==> config.mk <==
export PLATFORM = sky130hd
export DESIGN_NAME = sump_cmd_parser
export DESIGN_NICKNAME = d
export VERILOG_FILES = /design/src/rtl/sump_pkg.sv /design/src/rtl/sump_cmd_timer.sv /design/src/rtl/sump_cmd_parser.sv
export SDC_FILE = /design/constraint.sdc
export NUM_CORES = 1
export LEC_CHECK = 0
export CORE_MARGIN = 5
export CORE_UTILIZATION = 47
export DETAILED_ROUTE_END_ITERATION = 6
export GPL_TIMING_DRIVEN = 1
export PLACE_DENSITY = 0.77
export SLEW_MARGIN = 40
export SYNTH_ARGS = -nofsm -noshare
export SYNTH_HDL_FRONTEND = slang
export SYNTH_HIERARCHICAL = 1
export SYNTH_SLANG_ARGS = --single-unit
==> constraint.sdc <==
create_clock -name clock -period 1.75 [get_ports clock]
set_clock_uncertainty 0.05 [all_clocks]
set_input_delay 0.4375 -clock clock [delete_from_list [all_inputs] [get_ports clock]]
set_output_delay 0.4375 -clock clock [all_outputs]
set_load 0.01 [all_outputs]
==> src/rtl/sump_pkg.sv <==
// Shared definitions for the SUMP command front end.
//   - Opcode constants understood by the analyzer core.
//   - LONG_CMD_BIT: opcode bit that marks a long (opcode + 4 data bytes) command.
//   - state_t: parser FSM encoding.
package sump_pkg;

    localparam logic [7:0] OP_RESET    = 8'h00;
    localparam logic [7:0] OP_ARM      = 8'h01;
    localparam logic [7:0] OP_QUERY_ID = 8'h02;
    localparam logic [7:0] OP_DIVIDER  = 8'h80;
    localparam logic [7:0] OP_SIZE     = 8'h81;
    localparam logic [7:0] OP_FLAGS    = 8'h82;

    localparam int LONG_CMD_BIT = 7;

    typedef enum logic {
        IDLE = 1'b0,
        ARG  = 1'b1
    } state_t;

endpackage

==> src/rtl/sump_cmd_timer.sv <==
// Inactivity timer for a partially received long command.
// Ports:
//   clock       in  core clock
//   extReset_n  in  asynchronous active-low reset
//   clear       in  restart the count (byte received, or parser not in ARG)
//   count_en    in  advance the count (parser in ARG with no byte this cycle)
//   expire      out combinational; high on the idle cycle that completes the timeout
module sump_cmd_timer #(
    parameter int unsigned TIMEOUT_CYCLES = 1000000,
    parameter int          TIMER_WIDTH    = 20
) (
    input  logic clock,
    input  logic extReset_n,
    input  logic clear,
    input  logic count_en,
    output logic expire
);

    // expire fires on the cycle whose increment would bring the count to
    // TIMEOUT_CYCLES-1; the parser registers the abort at that edge, so the
    // abort pulse appears TIMEOUT_CYCLES clocks after the last byte's cycle.
    localparam logic [TIMER_WIDTH-1:0] LAST = TIMER_WIDTH'(TIMEOUT_CYCLES - 2);

    logic [TIMER_WIDTH-1:0] count;

    always_ff @(posedge clock or negedge extReset_n) begin
        if (!extReset_n) begin
            count <= '0;
        end else if (clear) begin
            count <= '0;
        end else if (count_en) begin
            count <= count + 1'b1;
        end
    end

    assign expire = count_en && !clear && (count == LAST);

endmodule

==> src/rtl/sump_cmd_parser.sv <==
// SUMP command parser: assembles raw receiver bytes into core commands.
//   Short command: one byte with opcode[7]=0.
//   Long command : opcode with opcode[7]=1 followed by 4 little-endian data bytes.
// Optional feature macro: SUMP_CMD_TIMEOUT_EN (abort a stalled long command).
// Ports:
//   clock        in   core clock, rising edge
//   extReset_n   in   asynchronous active-low reset
//   rx_data      in   received byte
//   rx_valid     in   1-cycle strobe qualifying rx_data, no backpressure
//   opcode       out  command opcode, updated only with execute
//   config_data  out  command argument, updated only with execute
//   execute      out  1-cycle pulse, command complete
//   cmd_pending  out  long command partially received
//   cmd_abort    out  1-cycle pulse, partial command dropped on timeout
module sump_cmd_parser
    import sump_pkg::*;
#(
    parameter int unsigned TIMEOUT_CYCLES = 1000000,
    parameter int          TIMER_WIDTH    = 20
) (
    input  logic        clock,
    input  logic        extReset_n,
    input  logic [7:0]  rx_data,
    input  logic        rx_valid,
    output logic [7:0]  opcode,
    output logic [31:0] config_data,
    output logic        execute,
    output logic        cmd_pending,
    output logic        cmd_abort
);

    state_t      state;
    logic [1:0]  cnt;
    logic [7:0]  shadow_op;
    // Only three data lanes are buffered; the fourth byte goes straight to
    // config_data on completion.
    logic [23:0] shadow_data;
    logic        timeout;
    logic        abort_r;

`ifdef SUMP_CMD_TIMEOUT_EN
    sump_cmd_timer #(
        .TIMEOUT_CYCLES (TIMEOUT_CYCLES),
        .TIMER_WIDTH    (TIMER_WIDTH)
    ) u_timer (
        .clock      (clock),
        .extReset_n (extReset_n),
        .clear      ((state != ARG) || rx_valid),
        .count_en   ((state == ARG) && !rx_valid),
        .expire     (timeout)
    );
`else
    logic unused_cfg;
    assign unused_cfg = ^{TIMEOUT_CYCLES, TIMER_WIDTH};
    assign timeout    = 1'b0;
`endif

    always_ff @(posedge clock or negedge extReset_n) begin
        if (!extReset_n) begin
            state       <= IDLE;
            cnt         <= 2'd0;
            shadow_op   <= 8'h00;
            shadow_data <= 24'h0;
            opcode      <= 8'h00;
            config_data <= 32'h0;
            execute     <= 1'b0;
            abort_r     <= 1'b0;
        end else begin
            execute <= 1'b0;
            abort_r <= 1'b0;
            case (state)
                IDLE: begin
                    if (rx_valid) begin
                        if (rx_data[LONG_CMD_BIT]) begin
                            shadow_op <= rx_data;
                            cnt       <= 2'd0;
                            state     <= ARG;
                        end else begin
                            opcode      <= rx_data;
                            config_data <= 32'h0;
                            execute     <= 1'b1;
                        end
                    end
                end
                ARG: begin
                    if (rx_valid) begin
                        cnt <= cnt + 2'd1;
                        case (cnt)
                            2'd0: shadow_data[7:0]   <= rx_data;
                            2'd1: shadow_data[15:8]  <= rx_data;
                            2'd2: shadow_data[23:16] <= rx_data;
                            default: begin
                                opcode      <= shadow_op;
                                config_data <= {rx_data, shadow_data};
                                execute     <= 1'b1;
                                state       <= IDLE;
                            end
                        endcase
                    end else if (timeout) begin
                        state   <= IDLE;
                        abort_r <= 1'b1;
                    end
                end
                default: state <= IDLE;
            endcase
        end
    end

    assign cmd_pending = (state == ARG);
    assign cmd_abort   = abort_r;

endmodule

==> summary.txt, run 1 <==
power density over the cells: 1730 nW/um2
total vias in the final route: 1855
Yosys top cell by area: sky130_fd_sc_hd__dfrtp_1
clock sink count: 76
violated checks: hold timing
Crit path required time: 1.26 ns
nature of the critical path startpoint: flip-flop
# nets final: 281
setup slack after placement: -0.0955 ns
critical setup path kind: reg -> out
largest net degree at the start of global routing: 37
Critical Path Sink Type: primary output
synth-to-layout area growth: 32.1%
largest fanout on the critical path: 2
Clock H-tree levels: 3
number of antenna violations at the first check in global routing: 0
Syn Nets: 210
timing startpoint of the critical path: opcode[2]
pins over their slew limit: 0
register area: 1900 um2
fraction of layout cells with a size suffix above 1: 32.1%
GP Congestion: 0.742
Tcrit/Tclk final: 97.7%
number of nets with antenna violations after detailed routing: 0
mean cell area of the mapped netlist: 15.5 um2
number of rows created at floorplan: 29
post-layout min period: 1.71 ns
P_int: 4830 uW
Initial DRC Count: 104
final-report setup violation count: 0
unrepaired setup endpoints after global routing: false
total area of multi-input combinational cells: 1010 um2
critical path's top delay family: buffers and inverters
final antenna diode count: 0
insertion delay of the later-clocked pin in the worst-skew pair: 0.34 ns
CTS tree: done
count of buffers added by post-CTS timing repair for setup: 0
cell types occupying the most area after synthesis: sky130_fd_sc_hd__dfrtp_1, sky130_fd_sc_hd__mux2_2, sky130_fd_sc_hd__a22o_1
reg-to-reg startpoint: cnt[1]
static leakage: 0.00224 uW
effective utilization at floorplan: 47.9%
worst setup margin: 0.0410 ns
detailed-router iteration count before antenna repair: 4
horizontal extent of the die: 90.2 um
largest stage delay on the critical path: 0.54 ns
placeable core region: 6310 um2
Mapped Area: 3020 um2
number of enable-type register cells in the synthesized netlist: 0
Vert. Die Dim: 90.2 um
hold crit path type: in -> async
FF+latch count, synth: 76
area share of the largest cell type after synthesis: 62.9%
Num CTS Buffers: 9
number of global-route vias before repair: 1865
post-DP HPWL: 4190 um
run status: complete, but fails checks
filler instances: 466
combinational power share: 37.7%
number of top-level pins: 54
ordered cell list for the critical path: clkdlybuf4s50_1
global-route wire length before repair: 10200 um
total overflow reported by the global router: 0
ys async rst share: 100%
# port buffers: 52
Max Cap Viol: 0
number of failing hold endpoints at the final stage: 1
root buffer cell: sky130_fd_sc_hd__clkbuf_8
wire length per cell after detailed routing: 17.6 um
critical path buffer and inverter count: 1
worst hold slack: -0.000684 ns
clock slew at reported path FFs: 0.08 ns
net switching power figure: 2070 uW
data arrival time at the worst-slack endpoint: 1.22 ns
share of total power in sequential cells: 43.3%
switching part of the total: 30.0%
DRC violations left: 0
sequential share of the synthesized area: 62.9%
top_reg_cell synth: sky130_fd_sc_hd__dfrtp_1
die footprint: 8140 um2
IR drop worst, VDD: 0.00101 V
number of unique standard cell types used by synthesis: 22
cells after synthesis: 195
number of buffers between clock root and the deepest sink: 2
crit path max-delay cell type: sky130_fd_sc_hd__clkdlybuf4s50_1
vias per inst: 5.33
Warnings, synthesis: 6
aggregate routed wire length: 6110 um
GRT Overall Usage: 16.0%
Clock power frac: 19.0%
max frequency: 0.585 GHz
worst paths after layout:
path                            cells past startpoint  slack (ns)         endpoint
worst max-delay path                                1        0.04        opcode[2]
worst min-delay path                                1     -0.0007  config_data[11]
worst max register to register                      5        0.11        opcode[2]
worst min register to register                      1        0.43     shadow_op[7]
max in group asynchronous                           2        1.11  config_data[13]
min in group clock                                  1        0.43     shadow_op[7]
cell families after synthesis:
logic type	share of synthesized area, %
compound gates	11.1
fa+ha+maj	1.66
buf+inv	3.68
flops	62.9
mux	17.6
other cells	0.124
simple gates	2.94
power by group through the flow:
stage | logic [uW] | registers [uW] | clock network [uW]
after floorplan | 1460 | 3100 | 0
after global placement | 2700 | 3000 | 0
after detailed placement | 2750 | 3030 | 0
after CTS | 2710 | 3000 | 1340
after global routing | 2840 | 3080 | 1430
final | 2600 | 2980 | 1310
layout by cell type, fill, tap and decap left out, drive strengths merged, types with 2 or more instances in the layout:
cell	n
dfrtp	76
a22o	33
nand2b	2
dlymetal6s2s	30
nand2	2
o21ai	4
ha	4
mux2	45
buf	22
nand3	4
nor2	2
inv	4
dlygate4sd2	9
clkbuf	12
clkinv	3
clkdlybuf4s50	12
Yosys cell counts (2+ instances only):
library cell and count:
sky130_fd_sc_hd__nand3_2 3, sky130_fd_sc_hd__nand2b_1 2, sky130_fd_sc_hd__buf_4 5, sky130_fd_sc_hd__mux2_2 38
sky130_fd_sc_hd__nand2_1 2, sky130_fd_sc_hd__mux2_4 7, sky130_fd_sc_hd__inv_1 4, sky130_fd_sc_hd__buf_2 5
sky130_fd_sc_hd__a22o_1 33, sky130_fd_sc_hd__o21ai_0 3, sky130_fd_sc_hd__nor2_1 2, sky130_fd_sc_hd__dfrtp_1 76
sky130_fd_sc_hd__ha_1 4, sky130_fd_sc_hd__buf_6 3
what timing repair did:
action,in CTS,in global routing
gates resized for setup,9,30
setup endpoints to repair,9,30
hold buffers,0,0
metal layers:
layer / vias up / GRT usage [%] / share of wire (%)
met1: 953 / 22.6 / 48
met4: 0 / 7.07 / 1.0
li1: 857 / - / -
met5: - / 0 / 0
met2: 39 / 23.5 / 47
met3: 6 / 3.59 / 3.2
layout make-up:
class                           count  area share (%)
Sequential cell                    76            47.6
Timing Repair Buffer               73            19.4
Clock inverter                      4            1.22
Inverter                            4           0.376
Tap cell                           77            2.41
Multi-Input combinational cell    102            25.3
Clock buffer                       12            3.63
registers in the layout, indices dropped and copies added (netlist names):
register     flops
shadow_op        8
opcode           8
cnt              2
execute          1
cmd_pending      1
config_data     32
shadow_data     24
per-stage QoR:
stage / util [%] / cells / TNS (ns) / power [uW] / area [um2]
final: 63.3 / 348 / 0 / 6900 / 4000
after global routing: 63.3 / 348 / 0 / 7350 / 4000
after CTS: 62.1 / 348 / 0 / 7050 / 3920
after detailed placement: 59.2 / 332 / -3.05 / 5780 / 3740
after global placement: 59.2 / 332 / -2.64 / 5700 / 3740
after floorplan: - / 195 / 0 / 4560 / 3020
No activity file was read; power rests on OpenSTA's default activity.
==> run 2: changes to the inputs <==
CORE_MARGIN = default   (was 5)
==> run 2 against run 1 <==
Net effect: the run now ends clean; design area shrank 1.1%; total power shrank 2.2%; die area shrank 17%; clock power shrank 13%; worst hold slack gained 0.42 ns; combinational power is essentially flat; cell count shrank 0.57%; first-iteration DRC count shrank 13%; non-clock buffer count is the same; via count grew 0.97%; maximum frequency grew 3.6%; sequential cell count is the same; largest cell class unchanged; largest power group unchanged; highest routed layer unchanged.
==> summary.txt, run 2 (synthesis results as in run 1) <==
CTS tree: done
GRT Overall Usage: 21.2% (+5.3 points)
switching part of the total: 30.7% (+0.64 points)
GP Congestion: 0.775 (+4.5%)
number of global-route vias before repair: 1933 (+3.6%)
IR drop worst, VDD: 0.000889 V (-12%)
synth-to-layout area growth: 30.6%
post-route insts no fill: 346 (-0.57%)
post-layout min period: 1.65 ns (-0.0592 ns)
startpoint of the most critical hold path: shadow_op[7]
horizontal extent of the die: 82.2 um (-8.9%)
static leakage: 0.00218 uW (-2.8%)
timing startpoint of the critical path: cnt[0]
data arrival time at the worst-slack endpoint: 1.83 ns (+0.61 ns)
clock slew at reported path FFs: 0.07 ns (about the same)
Endpoint, Worst Hold: shadow_op[7]
clock sink count: 76 (unchanged)
Largest regs: config_data (32), shadow_data (24)
final design instance area without fill: 3950 um2 (-1.1%)
most frequent standard cell in the layout excluding fill and tap cells: sky130_fd_sc_hd__dfrtp_1
post-DP HPWL: 4110 um (-1.9%)
pins over their slew limit: 0 (unchanged)
Top reg by flops: config_data
effective utilization at floorplan: 49.9% (+2.0 points)
Critical Path Sink Type: flip-flop
register area: 1900 um2 (unchanged)
worst reg2reg path endpoint: opcode[0]
P_int: 4680 uW (-3.1%)
total area of multi-input combinational cells: 1010 um2 (unchanged)
unrepaired setup endpoints after global routing: false
detailed-router iteration count before antenna repair: 4 (unchanged)
number of nets with antenna violations after detailed routing: 0 (unchanged)
reg-to-reg startpoint: cnt[0]
worst hold slack: 0.424 ns (+0.425 ns)
area of placed instances: 3730 um2 (-0.13%)
number of buffers between clock root and the deepest sink: 2 (unchanged)
Post-Place Cells: 328 (-1.2%)
insertion delay of the later-clocked pin in the worst-skew pair: 0.34 ns (about the same)
aggregate routed wire length: 6240 um (+2.1%)
total vias in the final route: 1873 (+0.97%)
number of antenna violations at the first check in global routing: 0 (unchanged)
placeable core region: 6060 um2 (-4.0%)
largest net degree at the start of global routing: 51 (+38%)
Num CTS Buffers: 9 (unchanged)
net switching power figure: 2070 uW (-0.11%)
combinational power share: 38.9% (+1.2 points)
Crit path required time: 1.93 ns (+0.67 ns)
wire length per cell after detailed routing: 18.0 um (+2.7%)
share of total power in sequential cells: 44.3% (+1.0 points)
Max Cap Viol: 0 (unchanged)
minimum setup slack among reg-to-reg paths: 0.10 ns (about the same)
critical setup path kind: reg -> reg
number of flip-flops in the largest register: 32 (unchanged)
nature of the critical path startpoint: flip-flop
power density over the cells: 1710 nW/um2 (-1.1%)
Clock H-tree levels: 3 (unchanged)
Initial DRC Count: 90 (-13%)
hold crit path type: reg -> reg
total overflow reported by the global router: 0 (unchanged)
run status: completed
fraction of layout cells with a size suffix above 1: 31.0% (-1.1 points)
number of failing hold endpoints at the final stage: 0 (-1)
# nets final: 281 (unchanged)
path depth of the worst reg2reg path: 5 (unchanged)
final antenna diode count: 0 (unchanged)
# port buffers: 52 (unchanged)
final total power: 6750 uW (-2.2%)
filler instances: 480 (+3.0%)
Clock power frac: 16.8% (-2.2 points)
Tcrit/Tclk final: 94.3% (-3.4 points)
global-route wire length before repair: 10000 um (-2.1%)
Vert. Die Dim: 82.2 um (-8.9%)
largest fanout on the critical path: 15 (+13)
leading cell types in the layout, fill and taps excluded: sky130_fd_sc_hd__dfrtp_1, sky130_fd_sc_hd__mux2_2, sky130_fd_sc_hd__a22o_1
hold path cells: 1
die footprint: 6760 um2 (-17%)
summed negative setup slack over all endpoints: 0 ns (unchanged)
root buffer cell: sky130_fd_sc_hd__clkbuf_8
max frequency: 0.606 GHz (+3.6%)
number of top-level pins: 54 (unchanged)
DRC violations left: 0 (unchanged)
vias per inst: 5.41 (+1.6%)
final-report setup violation count: 0 (unchanged)
number of rows created at floorplan: 28 (-3.4%)
[run 2: changes by cell type in the layout (fill, tap and decap cells not counted), moves of 2 or more]
cell,before,now
sky130_fd_sc_hd__clkdlybuf4s50_1,12,9
sky130_fd_sc_hd__dlygate4sd2_1,9,18
sky130_fd_sc_hd__buf_4,19,17
sky130_fd_sc_hd__dlymetal6s2s_1,30,24
sky130_fd_sc_hd__clkbuf_1,2,4
[run 2: critical path: stages (launching register included)]
cell	delay [ns]
sky130_fd_sc_hd__dfrtp_1	0.38
sky130_fd_sc_hd__ha_1	0.26
sky130_fd_sc_hd__and2_4	0.17
sky130_fd_sc_hd__o21ai_4	0.20
sky130_fd_sc_hd__buf_12	0.18
sky130_fd_sc_hd__mux2_4	0.30
[run 2: stage by stage]
step                util [%]  setup WS (ns)
floorplan                  -          0.175
global route            65.2         0.0410
CTS                     64.2       0.000101
detailed placement      61.6         -0.127
global placement        61.6        -0.0959
finish                  65.2          0.100
[run 2: layout make-up]
class	count	area share [%]
inverter	4	0.380
timing repair buffer	73	19.4
sequential	76	48.1
clock buffer	14	3.86
clock inverter	2	0.253
tap	75	2.38
multi-input combinational	102	25.6
[run 2: per-layer routing]
layer	part of all wire, %	GRT usage, %	wire [um]	up-vias
li1	-	-	-	852
met1	46	28.4	2860	954
met2	49	32.6	3040	56
met3	4.2	5.49	262	11
met4	1.3	9.30	80	0
met5	0	0	0	-
[run 2: power groups by stage]
| stage | clock network [uW] | registers [uW] | logic, uW |
|---|---|---|---|
| 3_5_place_dp | 0 | 3030 | 2790 |
| 6_report | 1140 | 2990 | 2620 |
| 5_1_grt | 1250 | 3080 | 2850 |
| 3_3_place_gp | 0 | 3000 | 2700 |
| 2_1_floorplan | 0 | 3100 | 1460 |
| 4_1_cts | 1170 | 3000 | 2710 |
[run 2: worst max-delay path by stage]
stage                      endpoint  depth (start not counted)  slack (ns)
floorplan                 opcode[0]                          5        0.17
global placement    shadow_data[21]                          4        -0.1
detailed placement  shadow_data[19]                          4       -0.13
CTS                       opcode[5]                          1      0.0001
global route              opcode[2]                          5        0.04
finish                    opcode[0]                          5        0.10
[run 2: timing repair]
action / 4_1_cts / 5_1_grt
resized for setup: 18 / 24
setup endpoints to repair: 18 / 24
hold endpoints to repair: 26 / 0
buffers inserted: 1 / 0
hold buffers: 1 / 0
cloned: 0 / 0
